$ cat src/rtl/imem_sram_ctrl_if.sv
// ---------------------------------------------------------------------------
// imem_sram_ctrl_if
//   Groups every bus signal of the instruction-memory SRAM controller:
//   the fetch port, the single-word store port and the external SRAM pins.
//
//   Modports
//     slave  : the controller (imem_sram_ctrl)
//     master : its environment (fetch stage + MEM stage + SRAM device)
//
//   Handshake rules
//     Fetch : im_addr may change at any time. im_data belongs to the current
//             im_addr in every cycle where im_stall is 0.
//     Store : st_req rises with st_addr/st_data/st_be stable and all four
//             stay stable until the cycle in which st_ack is 1. st_ack is a
//             one-cycle pulse. The requester drops st_req on the clock edge
//             that ends the st_ack cycle.
// ---------------------------------------------------------------------------
interface imem_sram_ctrl_if;
  // fetch port
  logic [31:0] im_addr;
  logic [31:0] im_data;
  logic        im_stall;
  // store port
  logic        st_req;
  logic [31:0] st_addr;
  logic [31:0] st_data;
  logic [3:0]  st_be;
  logic        st_ack;
  // external asynchronous SRAM
  logic [19:0] sram_addr;
  logic [31:0] sram_dq_o;
  logic [31:0] sram_dq_i;
  logic        sram_dq_oe;
  logic        sram_ce_n;
  logic        sram_oe_n;
  logic        sram_we_n;
  logic [3:0]  sram_be_n;

  modport slave (
    input  im_addr, st_req, st_addr, st_data, st_be, sram_dq_i,
    output im_data, im_stall, st_ack,
    output sram_addr, sram_dq_o, sram_dq_oe, sram_ce_n, sram_oe_n,
    output sram_we_n, sram_be_n
  );

  modport master (
    output im_addr, st_req, st_addr, st_data, st_be, sram_dq_i,
    input  im_data, im_stall, st_ack,
    input  sram_addr, sram_dq_o, sram_dq_oe, sram_ce_n, sram_oe_n,
    input  sram_we_n, sram_be_n
  );
endinterface

$ cat src/rtl/imem_sram_ctrl.sv
// ---------------------------------------------------------------------------
// imem_sram_ctrl
//   Instruction-side responder for the fetch stage. Reads instruction words
//   from the external 32-bit asynchronous SRAM (4 MiB window at BASE_ADDR),
//   keeps the last word in a one-entry fetch buffer, and stalls the fetch
//   stage (im_stall) until the word for the current im_addr is available.
//   Single-word stores from the MEM stage share the SRAM and win over fetch
//   misses. A store that hits the buffered word invalidates it so that
//   self-modifying code refetches.
//
//   Ports
//     clk      : clock
//     rst      : asynchronous active-low reset
//     bus      : imem_sram_ctrl_if.slave (fetch, store and SRAM pins)
//     state_o  : current FSM state (debug), encoding of state_t below
//
//   Parameters
//     WAIT_CYCLES : extra SRAM access cycles beyond the minimum (0..7)
//     BASE_ADDR   : start of the SRAM window, bits [31:22] compared
//     NOP_WORD    : word returned for fetches outside the window
// ---------------------------------------------------------------------------
module imem_sram_ctrl #(
  parameter int unsigned WAIT_CYCLES = 1,
  parameter logic [31:0] BASE_ADDR   = 32'h8000_0000,
  parameter logic [31:0] NOP_WORD    = 32'h0000_0000
) (
  input  logic              clk,
  input  logic              rst,
  imem_sram_ctrl_if.slave   bus,
  output logic [2:0]        state_o
);

  typedef enum logic [2:0] {
    S_IDLE     = 3'd0,
    S_READ     = 3'd1,
    S_WR_SETUP = 3'd2,
    S_WR_PULSE = 3'd3,
    S_WR_HOLD  = 3'd4
  } state_t;

  localparam logic [2:0] WAIT_LOAD = 3'(WAIT_CYCLES);

  state_t      state_q, state_d;
  logic [2:0]  cnt_q, cnt_d;          // remaining access cycles in READ / WR_PULSE
  logic        tag_valid_q, tag_valid_d;
  logic [29:0] tag_q, tag_d;          // word address of the buffered instruction
  logic [31:0] data_q, data_d;        // buffered instruction word
  logic [29:0] rd_tag_q, rd_tag_d;    // word address latched when a READ starts
  logic [19:0] addr_q, addr_d;        // SRAM word address held for the access
  logic [31:0] wdata_q, wdata_d;
  logic [3:0]  wbe_q, wbe_d;
  logic        skip_ack_q, skip_ack_d; // ack for a store that needs no SRAM cycle

  logic in_win;
  logic st_in_win;
  logic hit;
  logic st_hits_tag;

  assign in_win      = (bus.im_addr[31:22] == BASE_ADDR[31:22]);
  assign st_in_win   = (bus.st_addr[31:22] == BASE_ADDR[31:22]);
  assign hit         = tag_valid_q && (tag_q == bus.im_addr[31:2]);
  assign st_hits_tag = tag_valid_q && (tag_q == bus.st_addr[31:2]);

  // Byte-offset bits carry no meaning for word accesses.
  logic unused_addr_bits;
  assign unused_addr_bits = ^{bus.im_addr[1:0], bus.st_addr[1:0]};

  // -------------------------------------------------------------------------
  // State register
  // -------------------------------------------------------------------------
  always_ff @(posedge clk or negedge rst) begin
    if (!rst) begin
      state_q     <= S_IDLE;
      cnt_q       <= 3'd0;
      tag_valid_q <= 1'b0;
      tag_q       <= 30'd0;
      data_q      <= NOP_WORD;
      rd_tag_q    <= 30'd0;
      addr_q      <= 20'd0;
      wdata_q     <= 32'd0;
      wbe_q       <= 4'd0;
      skip_ack_q  <= 1'b0;
    end else begin
      state_q     <= state_d;
      cnt_q       <= cnt_d;
      tag_valid_q <= tag_valid_d;
      tag_q       <= tag_d;
      data_q      <= data_d;
      rd_tag_q    <= rd_tag_d;
      addr_q      <= addr_d;
      wdata_q     <= wdata_d;
      wbe_q       <= wbe_d;
      skip_ack_q  <= skip_ack_d;
    end
  end

  // -------------------------------------------------------------------------
  // Next-state logic
  // -------------------------------------------------------------------------
  always_comb begin
    state_d     = state_q;
    cnt_d       = cnt_q;
    tag_valid_d = tag_valid_q;
    tag_d       = tag_q;
    data_d      = data_q;
    rd_tag_d    = rd_tag_q;
    addr_d      = addr_q;
    wdata_d     = wdata_q;
    wbe_d       = wbe_q;
    skip_ack_d  = 1'b0;

    case (state_q)
      S_IDLE: begin
        // skip_ack_q marks the ack cycle of an out-of-window store; st_req
        // is still high then and must not start a second store.
        if (bus.st_req && !skip_ack_q) begin
          if (st_in_win) begin
            state_d = S_WR_SETUP;
            addr_d  = bus.st_addr[21:2];
            wdata_d = bus.st_data;
            wbe_d   = bus.st_be;
            if (st_hits_tag) begin
              tag_valid_d = 1'b0;
            end
          end else begin
            skip_ack_d = 1'b1;
          end
        end else if (in_win && !hit) begin
          state_d  = S_READ;
          cnt_d    = WAIT_LOAD;
          addr_d   = bus.im_addr[21:2];
          rd_tag_d = bus.im_addr[31:2];
        end
      end

      S_READ: begin
        // Result is captured for the address latched at entry even if
        // im_addr moved meanwhile; IDLE then misses and reads again.
        if (cnt_q == 3'd0) begin
          state_d     = S_IDLE;
          data_d      = bus.sram_dq_i;
          tag_d       = rd_tag_q;
          tag_valid_d = 1'b1;
        end else begin
          cnt_d = cnt_q - 3'd1;
        end
      end

      S_WR_SETUP: begin
        state_d = S_WR_PULSE;
        cnt_d   = WAIT_LOAD;
      end

      S_WR_PULSE: begin
        if (cnt_q == 3'd0) begin
          state_d = S_WR_HOLD;
        end else begin
          cnt_d = cnt_q - 3'd1;
        end
      end

      S_WR_HOLD: begin
        state_d = S_IDLE;
      end

      default: begin
        state_d = S_IDLE;
      end
    endcase
  end

  // -------------------------------------------------------------------------
  // Outputs, decoded from the registered state only, so reset releases the
  // SRAM controls immediately.
  // -------------------------------------------------------------------------
  always_comb begin
    bus.sram_ce_n  = 1'b1;
    bus.sram_oe_n  = 1'b1;
    bus.sram_we_n  = 1'b1;
    bus.sram_be_n  = 4'hF;
    bus.sram_dq_oe = 1'b0;
    bus.st_ack     = skip_ack_q;

    case (state_q)
      S_READ: begin
        bus.sram_ce_n = 1'b0;
        bus.sram_oe_n = 1'b0;
        bus.sram_be_n = 4'h0;
      end
      S_WR_SETUP: begin
        bus.sram_ce_n  = 1'b0;
        bus.sram_be_n  = ~wbe_q;
        bus.sram_dq_oe = 1'b1;
      end
      S_WR_PULSE: begin
        bus.sram_ce_n  = 1'b0;
        bus.sram_we_n  = 1'b0;
        bus.sram_be_n  = ~wbe_q;
        bus.sram_dq_oe = 1'b1;
      end
      S_WR_HOLD: begin
        // we_n rises first while address and data stay on the bus.
        bus.sram_ce_n  = 1'b0;
        bus.sram_be_n  = ~wbe_q;
        bus.sram_dq_oe = 1'b1;
        bus.st_ack     = 1'b1;
      end
      default: begin
      end
    endcase
  end

  assign bus.sram_addr = addr_q;
  assign bus.sram_dq_o = wdata_q;
  assign bus.im_stall  = in_win && !(hit && (state_q == S_IDLE));
  assign bus.im_data   = in_win ? data_q : NOP_WORD;
  assign state_o       = state_q;

endmodule

$ cat src/flat_wrapper.sv
// flat-port wrapper written by rule: the top's interface ports become plain ports
module imem_sram_ctrl_flat 
#(
  parameter int unsigned WAIT_CYCLES = 1,
  parameter logic [31:0] BASE_ADDR   = 32'h8000_0000,
  parameter logic [31:0] NOP_WORD    = 32'h0000_0000
)
  (clk, rst, state_o, bus_im_addr, bus_st_req, bus_st_addr, bus_st_data, bus_st_be, bus_sram_dq_i, bus_im_data, bus_im_stall, bus_st_ack, bus_sram_addr, bus_sram_dq_o, bus_sram_dq_oe, bus_sram_ce_n, bus_sram_oe_n, bus_sram_we_n, bus_sram_be_n);
  imem_sram_ctrl_if bus_i ();
  input  logic clk;
  input  logic rst;
  output logic [2:0] state_o;
  input wire logic [$bits(bus_i.im_addr)-1:0] bus_im_addr;
  input wire logic [$bits(bus_i.st_req)-1:0] bus_st_req;
  input wire logic [$bits(bus_i.st_addr)-1:0] bus_st_addr;
  input wire logic [$bits(bus_i.st_data)-1:0] bus_st_data;
  input wire logic [$bits(bus_i.st_be)-1:0] bus_st_be;
  input wire logic [$bits(bus_i.sram_dq_i)-1:0] bus_sram_dq_i;
  output wire logic [$bits(bus_i.im_data)-1:0] bus_im_data;
  output wire logic [$bits(bus_i.im_stall)-1:0] bus_im_stall;
  output wire logic [$bits(bus_i.st_ack)-1:0] bus_st_ack;
  output wire logic [$bits(bus_i.sram_addr)-1:0] bus_sram_addr;
  output wire logic [$bits(bus_i.sram_dq_o)-1:0] bus_sram_dq_o;
  output wire logic [$bits(bus_i.sram_dq_oe)-1:0] bus_sram_dq_oe;
  output wire logic [$bits(bus_i.sram_ce_n)-1:0] bus_sram_ce_n;
  output wire logic [$bits(bus_i.sram_oe_n)-1:0] bus_sram_oe_n;
  output wire logic [$bits(bus_i.sram_we_n)-1:0] bus_sram_we_n;
  output wire logic [$bits(bus_i.sram_be_n)-1:0] bus_sram_be_n;
  assign bus_i.im_addr = bus_im_addr;
  assign bus_i.st_req = bus_st_req;
  assign bus_i.st_addr = bus_st_addr;
  assign bus_i.st_data = bus_st_data;
  assign bus_i.st_be = bus_st_be;
  assign bus_i.sram_dq_i = bus_sram_dq_i;
  assign bus_im_data = bus_i.im_data;
  assign bus_im_stall = bus_i.im_stall;
  assign bus_st_ack = bus_i.st_ack;
  assign bus_sram_addr = bus_i.sram_addr;
  assign bus_sram_dq_o = bus_i.sram_dq_o;
  assign bus_sram_dq_oe = bus_i.sram_dq_oe;
  assign bus_sram_ce_n = bus_i.sram_ce_n;
  assign bus_sram_oe_n = bus_i.sram_oe_n;
  assign bus_sram_we_n = bus_i.sram_we_n;
  assign bus_sram_be_n = bus_i.sram_be_n;
  imem_sram_ctrl #(.WAIT_CYCLES(WAIT_CYCLES), .BASE_ADDR(BASE_ADDR), .NOP_WORD(NOP_WORD)) u_core (.clk(clk), .rst(rst), .bus(bus_i), .state_o(state_o));
endmodule
$ cat config.mk
export PLATFORM = sky130hd
export DESIGN_NAME = imem_sram_ctrl_flat
export DESIGN_NICKNAME = d
export VERILOG_FILES = /design/src/rtl/imem_sram_ctrl_if.sv /design/src/rtl/imem_sram_ctrl.sv /design/src/flat_wrapper.sv
export SDC_FILE = /design/constraint.sdc
export NUM_CORES = 1
export LEC_CHECK = 0
export ABC_AREA = 1
export CORE_MARGIN = 1.5
export CORE_UTILIZATION = 25
export CTS_CLUSTER_DIAMETER = 120
export DETAILED_ROUTE_END_ITERATION = 8
export GPL_TIMING_DRIVEN = 0
export PLACE_DENSITY = 0.58
export REMOVE_ABC_BUFFERS = 1
export SLEW_MARGIN = 20
export SYNTH_ARGS = -nofsm -noshare
export SYNTH_HDL_FRONTEND = slang
export SYNTH_SLANG_ARGS = --single-unit
$ cat constraint.sdc
create_clock -name clk -period 2.5 [get_ports clk]
set_input_delay 0.625 -clock clk [delete_from_list [all_inputs] [get_ports clk]]
set_output_delay 0.625 -clock clk [all_outputs]
set_load 0.02 [all_outputs]
==> results of run 1 <==
## cells by family (layout without fill, tap and decap cells)
group | after synthesis | count (layout) | synth area share [%]
compound gates | 89 | 89 | 6.016
buf+inv | 167 | 412 | 9.209
xor+xnor | 31 | 31 | 3.646
simple gates | 486 | 487 | 25.95
other cells | 0 | 2 | 0
mux | 16 | 16 | 2.420
flops | 156 | 156 | 52.43
fa+ha+maj | 2 | 2 | 0.3360
## Yosys cell counts, drive strengths merged (5+ instances only)
library cell / n / area [um2]
clkbuf: 11 / 41.29
nand3: 32 / 165.2
nor2: 62 / 242.7
mux2: 16 / 180.2
o21ai: 84 / 420.4
xnor2: 18 / 157.7
dfrtp: 156 / 3904
nand4: 6 / 37.54
xor2: 13 / 113.9
inv: 132 / 495.5
or2: 5 / 31.28
nor3: 7 / 40.04
nand2: 372 / 1396
buf: 24 / 148.9
## power by group
group / total [mW] / leakage (nW) / internal, mW / switching (mW)
combinational: 1.91 / 3.10 / 0.784 / 1.13
sequential: 3.03 / 2.10 / 2.88 / 0.149
clock: 2.62 / 0.275 / 1.41 / 1.20
total: 7.56 / 5.47 / 5.08 / 2.48
## through the flow
stage               area, um2  cells  setup TNS (ns)  setup slack (ns)  hold slack [ns]
global placement        10020   1529        -1252.00            -6.161           0.4466
detailed placement      10180   1535         -130.71            -1.560           0.4521
CTS                     10820   1575         -0.1583           -0.1583           0.1526
global route            10910   1584         -0.1001           -0.1001           0.1611
finish                  10910   1585        -0.01688          -0.01688           0.1320
floorplan                7256    912          -33.30           -0.6428           0.3294
## final timing paths
kind	depth (start not counted)	slack, ns	start	endpoint
max in group asynchronous	2	1.47	rst	u_core.bus.sram_dq_o[21]$_DFFE_PN0P_
min	1	0.13	rst	u_core.data_q[6]$_DFFE_PN0P_
min in group clk	2	0.47	u_core.rd_tag_q[28]$_DFFE_PN0P_	u_core.rd_tag_q[28]$_DFFE_PN0P_
max reg2reg	8	0.33	u_core.state_o[2]$_DFFE_PN0P_	u_core.rd_tag_q[14]$_DFFE_PN0P_
max	13	-0.02	bus_im_addr[10]	bus_im_stall
min reg2reg	2	0.47	u_core.rd_tag_q[28]$_DFFE_PN0P_	u_core.rd_tag_q[28]$_DFFE_PN0P_
## per-layer routing
metal,up-vias,wire [um],GRT usage (%)
li1,3346,-,-
met1,3048,10210,18.35
met2,173,10170,23.29
met3,16,1515,4.610
met4,4,169,4.024
met5,-,27,0
## state kept, by name, indices dropped and copies added, names as in the netlist
signal	flops
u_core.bus.sram_dq_o	32
u_core.state_o	3
u_core.rd_tag_q	30
u_core.skip_ack_q	1
u_core.data_q	32
u_core.bus.sram_addr	20
u_core.wbe_q	4
u_core.tag_valid_q	1
u_core.cnt_q	3
u_core.tag_q	30
## critical path, stage by stage
cell and delay, ns:
clkdlybuf4s15_1 0.23, inv_1 0.07, nand2_1 0.07, nand2_1 0.05
inv_1 0.04, nand2_1 0.05, nor2_2 0.14, nand2_1 0.10
nor2_1 0.12, nand2_2 0.10, nand2_2 0.09, o21ai_2 0.07
buf_6 0.13
## layout make-up
cell class,instances,share of cell area [%]
antenna,2,0.04586
clock buffer,18,3.932
clock inverter,14,1.399
inverter,132,4.723
multi-input combinational,625,27.63
sequential,156,35.80
tap,390,4.471
timing repair buffer,247,21.90
timing repair inverter,1,0.1032
## timing repair
action / 4_1_cts / 5_1_grt
hold buffers: 0 / 0
endpoints found under the setup margin: 99 / 95
buffers inserted: 7 / 7
resized for setup: 238 / 40
gates cloned: 1 / 1
pin swaps: 14 / 12
==> run metrics, run 1 <==
fin crit share=100.7%; Avg Inst Size Synth=7.863 um2; PnR worst setup slack=-0.01688 ns; HP Class=in -> async; min cycle time layout=2.517 ns; Site Rows=63; vias in the first global route=6415; Rel. slew slack=62.13%; Arr. time, crit path=1.89 ns; area of the multi-input gates=3015 um2; most frequent cells in the layout=nand2_1 (365), clkdlybuf4s50_1 (154), dfrtp_1 (153); Power per Cell Area=692.7 nW/um2; die width=175.6 um; Tot Pwr=7.561 mW; Clock Latency Late Sink=0.43 ns; kind of critical path=in -> out; setup violators final=1; Final HPWL DP=15180 um; status=finished, violations left; Netlist cell types=29; # fillers=3050; num ports=232; synth warn=0; crit path launch type=input pin; CTS Buf Count=17; DR iter-0 viols=387; clock sink total=156; slew of the pin with the lowest slew margin=0.5667 ns; grt ovf=0; Slew Viols, Final=0; CTS tree=done; number of synthesized register bits=156; Overall Global Routing Usage=14.38%; LEAKAGE=5.471 nW; leading cell type in the layout, fill and taps excluded=nand2_1; Final #Nets=1317; Cells after Synth=947; max frequency=0.3973 GHz; share of cells above drive strength 1=13.16%; final hold viol count=0; die footprint=30830 um2; via count of the routed design=6587; Synth Cell Area=7446 um2; VDD IR-drop max=0.3508 mV; post-synthesis sequential area ratio=52.43%; Area Growth Syn to Fin=46.58%; global-route wire length before repair=34530 um; Initial Util=25.26%; gpl congestion=0.7620; CP endpoint kind=primary output; CP Max Fanout=3; DR WL/cell=13.94 um; DR pass1 iterations=5; violations in the final reports=negative setup slack; routed vias/inst=4.156; unrepaired setup endpoints after global routing=yes; drt total wl=22090 um; die height=175.6 um; CTS max path bufs=2; Fin Clk Skew=0.01655 ns; number of port buffers=227; CTS clk-pin slew, worst paths=0.07 ns; required time worst endpoint=1.88 ns; max-cap viol count=0; top_reg_cell synth=dfrtp_1; Clock Tree Root=clkbuf_16; H-tree Lvls=4; antenna violations before repair=4; largest net degree at the start of global routing=93; antenna-violating nets left=0; final design utilization=37.02%; number of synthesized flops with an enable pin=0; core box area=29480 um2; ys async rst share=100.0%; sequential cell area=3908 um2; DRC Markers=0
No activity file was read; power rests on OpenSTA's default activity.
==> run 2, diff against run 1 <==
--- a/config.mk
+++ b/config.mk
@@ -10,10 +10,12 @@
 export CORE_UTILIZATION = 25
 export CTS_CLUSTER_DIAMETER = 120
 export DETAILED_ROUTE_END_ITERATION = 8
+export DONT_BUFFER_PORTS = 1
 export GPL_TIMING_DRIVEN = 0
-export PLACE_DENSITY = 0.58
+export PLACE_DENSITY = 0.48
 export REMOVE_ABC_BUFFERS = 1
 export SLEW_MARGIN = 20
 export SYNTH_ARGS = -nofsm -noshare
 export SYNTH_HDL_FRONTEND = slang
 export SYNTH_SLANG_ARGS = --single-unit
+export TNS_END_PERCENT = 20
==> run 2 against run 1 <==
The flow finishes with violations (negative hold slack). Clock power is essentially flat. Via count shrank 14%. Fmax grew 2.2%. Hold slack lost 0.25 ns. Combinational power shrank 14%. Register-to-register slack lost 0.12 ns. Final cell count shrank 15%. Total power shrank 3.0%. Flip-flop and latch count is the same. Cell area shrank 18%. Count of clock-buffer cells in the layout grew 2. Largest cell class unchanged.
==> run metrics, run 2 (synthesis results as in run 1) <==
drt total wl=20270 um (was 22090 um); final hold slack=-0.1135 ns (was 0.1320 ns); WL met2=9022 um (was 10170 um); Slew Viols, Final=0 (unchanged); share of cells above drive strength 1=14.27% (was 13.16%); Fin Clk Skew=0.01135 ns (was 0.01655 ns); non-filler instance count after layout=1350 (was 1585); CP Max Fanout=8 (was 3); PnR worst setup slack=0.03758 ns (was -0.01688 ns); Final #Nets=1084 (was 1317); Worst R2R Start=u_core.state_o[1]$_DFFE_PN0P_ (was u_core.state_o[2]$_DFFE_PN0P_); gpl congestion=0.7631 (was 0.7620); LEAKAGE=4.441 nW (was 5.471 nW); fin crit share=98.50% (was 100.7%); max-cap viol count=0 (unchanged); reg2reg setup slack=0.21 ns (was 0.33 ns); Critical Path Start=bus_im_addr[24] (was bus_im_addr[10]); Clock Tree Root=clkbuf_16 (unchanged); routed vias/inst=4.192 (was 4.156); most frequent cells in the layout=nand2_1 (367), dfrtp_1 (153), inv_1 (123) (was nand2_1 (365), clkdlybuf4s50_1 (154), dfrtp_1 (153)); CTS Buf Count=17 (unchanged); clock sink total=156 (unchanged); crit path launch type=input pin (unchanged); setup violators final=0 (was 1); wire length on met1=9443 um (was 10210 um); via count of the routed design=5659 (was 6587); DR iter-0 viols=244 (was 387); Site Rows=63 (unchanged); unrepaired setup endpoints after global routing=yes (unchanged); Power per Cell Area=819.1 nW/um2 (was 692.7 nW/um2); Setup TNS Final=0 ns (was -0.01688 ns); VDD IR-drop max=0.4439 mV (was 0.3508 mV); slew of the pin with the lowest slew margin=0.7184 ns (was 0.5667 ns); die footprint=30830 um2 (unchanged); antenna violations before repair=0 (was 4); DR top layer=met4 (was met5); min cycle time layout=2.462 ns (was 2.517 ns); Cells after DPL=1306 (was 1535); status=finished, violations left (unchanged); die width=175.6 um (unchanged); CP endpoint kind=primary output (unchanged); Rel. slew slack=51.71% (was 62.13%); met3 wire length=1566 um (was 1515 um); largest net degree at the start of global routing=157 (was 93); grt ovf=0 (unchanged); DR pass1 iterations=4 (was 5); worst slack at placement=-0.9073 ns (was -1.560 ns); violations in the final reports=negative hold slack (was negative setup slack); Initial Util=25.26% (unchanged); HP Class=in -> async (unchanged); CTS tree=done (unchanged); diode count=0 (was 2); vias in the first global route=5449 (was 6415); core box area=29480 um2 (unchanged); Arr. time, crit path=1.84 ns (was 1.89 ns); kind of critical path=in -> out (unchanged); Clock Latency Late Sink=0.43 ns (about the same); worst r2r dst=u_core.rd_tag_q[6]$_DFFE_PN0P_ (was u_core.rd_tag_q[14]$_DFFE_PN0P_); antenna-violating nets left=0 (unchanged); Area Growth Syn to Fin=20.20% (was 46.58%); required time worst endpoint=1.88 ns (about the same); max frequency=0.4061 GHz (was 0.3973 GHz); # fillers=3144 (was 3050); R2R depth=6 (was 8); Overall Global Routing Usage=13.31% (was 14.38%); final design utilization=30.36% (was 37.02%); CTS clk-pin slew, worst paths=0.07 ns (about the same); leading cell type in the layout, fill and taps excluded=nand2_1 (unchanged); global-route wire length before repair=30930 um (was 34530 um); DR WL/cell=15.01 um (was 13.94 um); post-route cell area=8950 um2 (was 10910 um2); H-tree Lvls=4 (unchanged); dpl cell area=7849 um2 (was 10180 um2); number of port buffers=0 (was 227); final hold viol count=156 (was 0); DRC Markers=0 (unchanged); num ports=232 (unchanged); CTS max path bufs=2 (unchanged); Final HPWL DP=13740 um (was 15180 um); die height=175.6 um (unchanged)
[run 2: worst max-delay path by stage]
| stage | endpoint | slack [ns] | depth (start not counted) |
|---|---|---|---|
| 6_report | bus_im_data[30] | 0.04 | 6 |
| 5_1_grt | bus_im_stall | -0.06 | 10 |
| 4_1_cts | bus_im_data[13] | -0.03 | 7 |
| 3_5_place_dp | bus_im_stall | -0.91 | 5 |
| 3_3_place_gp | u_core.bus.sram_addr[9]$_DFFE_PN0P_ | -2.58 | 6 |
| 2_1_floorplan | u_core.bus.sram_addr[0]$_DFFE_PN0P_ | -0.64 | 6 |
[run 2: cell type report]
cell class,count,area (um2),area share (%)
Timing Repair Buffer,14,203.9,2.279
Inverter,132,506.7,5.662
Multi-Input combinational cell,625,3258,36.40
Clock buffer,20,466.7,5.215
Tap cell,390,488.0,5.452
Sequential cell,156,3908,43.66
Clock inverter,12,111.4,1.244
Timing Repair inverter,1,7.507,0.08388
[run 2: critical path: stages]
cell and delay [ns]:
nor4_2 0.26, nand3_1 0.16, nor2_4 0.14, clkinvlp_4 0.17, bufbuf_16 0.33, nor2_4 0.15
[run 2: stage by stage]
step | power, mW | hold WS, ns
after global placement | 4.393 | 0.3336
after detailed placement | 4.484 | 0.3326
after floorplan | 4.098 | 0.3294
final | 7.331 | -0.1135
after CTS | 7.354 | -0.1389
after global routing | 7.766 | -0.1451
[run 2: where the power goes]
part | total [mW] | switching (mW) | internal (mW) | leakage, nW
Clock | 2.60 | 1.14 | 1.46 | 0.279
Combinational | 1.65 | 1.12 | 0.530 | 2.06
Sequential | 3.08 | 0.194 | 2.88 | 2.10
Total | 7.33 | 2.46 | 4.87 | 4.44
[run 2: metal layers]
metal / vias to the layer above / track usage, %
li1: 2870 / -
met1: 2600 / 17.50
met2: 176 / 20.69
met3: 13 / 4.827
met4: 0 / 3.383
met5: - / 0
[run 2: what timing repair did]
action	CTS	global route
buffers inserted	8	1
hold endpoints to repair	156	156
pin swaps	4	4
cloned	3	0
gates resized for setup	86	28
setup endpoints to repair	102	84
==> run 3, diff against run 2 <==
--- a/config.mk
+++ b/config.mk
@@ -6,6 +6,7 @@
 export NUM_CORES = 1
 export LEC_CHECK = 0
 export ABC_AREA = 1
+export CAP_MARGIN = 25
 export CORE_MARGIN = 1.5
 export CORE_UTILIZATION = 25
 export CTS_CLUSTER_DIAMETER = 120
==> run 3 against run 2 <==
The flow still finishes with violations (negative hold slack). Register-to-register slack about the same. Via count down 0.81%. Non-clock buffer count down 5. Sequential power about the same. Fmax up 2.1%. Die area unchanged. Combinational power down 5%. Hold slack better by 0.0036 ns. Global-route usage down 0.43 points. Critical endpoint is now bus_sram_be_n[2]. Highest routed layer unchanged.
==> run metrics, run 3 (synthesis results as in run 1) <==
status=finished, violations left (unchanged); violations in the final reports=negative hold slack (unchanged); CTS Buf Count=17 (unchanged); fin crit share=96.44% (was 98.50%); CTS tree=done (unchanged); number of port buffers=0 (unchanged); die footprint=30830 um2 (unchanged); Final HPWL DP=13810 um (was 13740 um); dpl cell area=7864 um2 (was 7849 um2); min cycle time layout=2.411 ns (was 2.462 ns); global-route wire length before repair=30190 um (was 30930 um); leading cell type in the layout, fill and taps excluded=nand2_1 (unchanged); Initial Util=25.26% (unchanged); kind of critical path=reg -> out (was in -> out); via count of the routed design=5613 (was 5659); Arr. time, crit path=1.79 ns (was 1.84 ns); antenna-violating nets left=0 (unchanged); Rel. slew slack=50.92% (was 51.71%); worst r2r dst=u_core.rd_tag_q[6]$_DFFE_PN0P_ (unchanged); part of the power in registers=40.7% (was 42.0%); post-route cell area=8869 um2 (was 8950 um2); max frequency=0.4148 GHz (was 0.4061 GHz); worst slack at placement=-0.7977 ns (was -0.9073 ns); slew of the pin with the lowest slew margin=0.7301 ns (was 0.7184 ns); Combinational Power Share=20.8% (was 22.5%); grt ovf=0 (unchanged); DRC Markers=0 (unchanged); antenna violations before repair=0 (unchanged); Clock Latency Late Sink=0.43 ns (about the same); drt total wl=19810 um (was 20270 um); Site Rows=63 (unchanged); setup violators final=0 (unchanged); required time worst endpoint=1.88 ns (about the same); H-tree Lvls=4 (unchanged); largest net degree at the start of global routing=157 (unchanged); Clock Tree Root=clkbuf_16 (unchanged); final hold viol count=156 (unchanged); Cells after DPL=1307 (was 1306); num ports=232 (unchanged); Critical Path Start=u_core.state_o[2]$_DFFE_PN0P_ (was bus_im_addr[24]); die height=175.6 um (unchanged); CP endpoint kind=primary output (unchanged); DR iter-0 viols=294 (was 244); most frequent cells in the layout=nand2_1 (367), dfrtp_1 (153), inv_1 (123) (unchanged); Overall Global Routing Usage=12.88% (was 13.31%); Fin Clk Skew=0.01040 ns (was 0.01135 ns); crit path launch type=flop (was input pin); R2R depth=6 (unchanged); LEAKAGE=4.430 nW (was 4.441 nW); gpl congestion=0.7631 (unchanged); Psw=2.394 mW (was 2.458 mW); Setup TNS Final=0 ns (unchanged); Area Growth Syn to Fin=19.11% (was 20.20%); CP Capture Point=bus_sram_be_n[2] (was bus_im_data[30]); vias in the first global route=5431 (was 5449); share of cells above drive strength 1=13.00% (was 14.27%); CP Max Fanout=7 (was 8); P_int=5.155 mW (was 4.873 mW); Worst R2R Start=u_core.state_o[1]$_DFFE_PN0P_ (unchanged); VDD IR-drop max=0.4180 mV (was 0.4439 mV); non-filler instance count after layout=1344 (was 1350); final hold slack=-0.1099 ns (was -0.1135 ns); max-cap viol count=0 (unchanged); clock share of power=38.5% (was 35.5%); DR WL/cell=14.74 um (was 15.01 um); Power per Cell Area=851.3 nW/um2 (was 819.1 nW/um2); DR pass1 iterations=5 (was 4); unrepaired setup endpoints after global routing=yes (unchanged); reg2reg setup slack=0.22 ns (was 0.21 ns); routed vias/inst=4.176 (was 4.192); diode count=0 (unchanged); die width=175.6 um (unchanged); HP Class=in -> async (unchanged); switch share=31.72% (was 33.53%); PnR worst setup slack=0.08903 ns (was 0.03758 ns); CTS clk-pin slew, worst paths=0.07 ns (about the same); Slew Viols, Final=0 (unchanged); # fillers=3161 (was 3144); final design utilization=30.08% (was 30.36%); clock sink total=156 (unchanged); Final #Nets=1078 (was 1084); CTS max path bufs=2 (unchanged); core box area=29480 um2 (unchanged)
==> run 3: cell types whose count changed in the layout (fill, tap and decap cells not counted), sizes merged <==
cell      change
bufbuf        -1
clkinvlp      -3
inv           +1
bufinv        +3
clkinv        -2
buf           -4
==> run 3: per-layer routing <==
metal  GRT usage [%]  vias to the layer above  wire [um]
met2           20.31                      183       8832
met4           3.383                        0        229
met3           4.589                       11       1559
li1                -                     2860          -
met1           16.69                     2559       9188
met5               0                        -          0
==> run 3: worst max-delay path, stage by stage (launching register included) <==
cell	delay [ns]
dfrtp_2	0.50
inv_2	0.12
nor3_2	0.05
a21oi_2	0.17
inv_2	0.11
nor2_4	0.18
inv_2	0.09
o21ai_2	0.13
==> run 3: worst min-delay path by stage <==
stage / endpoint / slack [ns] / cells past startpoint
global placement: u_core.bus.sram_dq_o[14]$_DFFE_PN0P_ / 0.33 / 0
detailed placement: u_core.bus.sram_dq_o[14]$_DFFE_PN0P_ / 0.33 / 0
finish: u_core.bus.sram_dq_o[0]$_DFFE_PN0P_ / -0.11 / 0
global route: u_core.bus.sram_dq_o[0]$_DFFE_PN0P_ / -0.14 / 0
floorplan: u_core.bus.sram_addr[0]$_DFFE_PN0P_ / 0.33 / 0
CTS: u_core.bus.sram_dq_o[0]$_DFFE_PN0P_ / -0.13 / 0
==> run 3: cell type report <==
type                    count  area (um2)  share of cell area (%)
inverters                 132       500.5                   5.643
repair buffers              9       137.6                   1.552
multi-input cells         625        3184                   35.91
clock buffers              20       466.7                   5.262
flip-flops and latches    156        3908                   44.06
well taps                 390       488.0                   5.502
clock inverters            12       183.9                   2.074
==> run 3: what timing repair did <==
action / 4_1_cts / 5_1_grt
pin swaps: 2 / 2
endpoints found under the setup margin: 102 / 88
endpoints found under the hold margin: 156 / 156
buffers inserted: 2 / 2
cloned: 1 / 0
resized for setup: 55 / 37
==> run 3: power groups by stage <==
stage	logic, mW	registers [mW]	clock network [mW]
floorplan	1.01	3.08	0
global placement	1.28	3.12	0
detailed placement	1.37	3.12	0
CTS	1.50	3.07	3.00
global route	1.78	3.12	3.09
finish	1.57	3.07	2.91
==> run 3: stage by stage <==
stage | hold WS, ns | total power [mW]
after floorplan | 0.3294 | 4.098
after global placement | 0.3336 | 4.393
after detailed placement | 0.3326 | 4.485
after CTS | -0.1335 | 7.573
after global routing | -0.1361 | 7.984
final | -0.1099 | 7.550
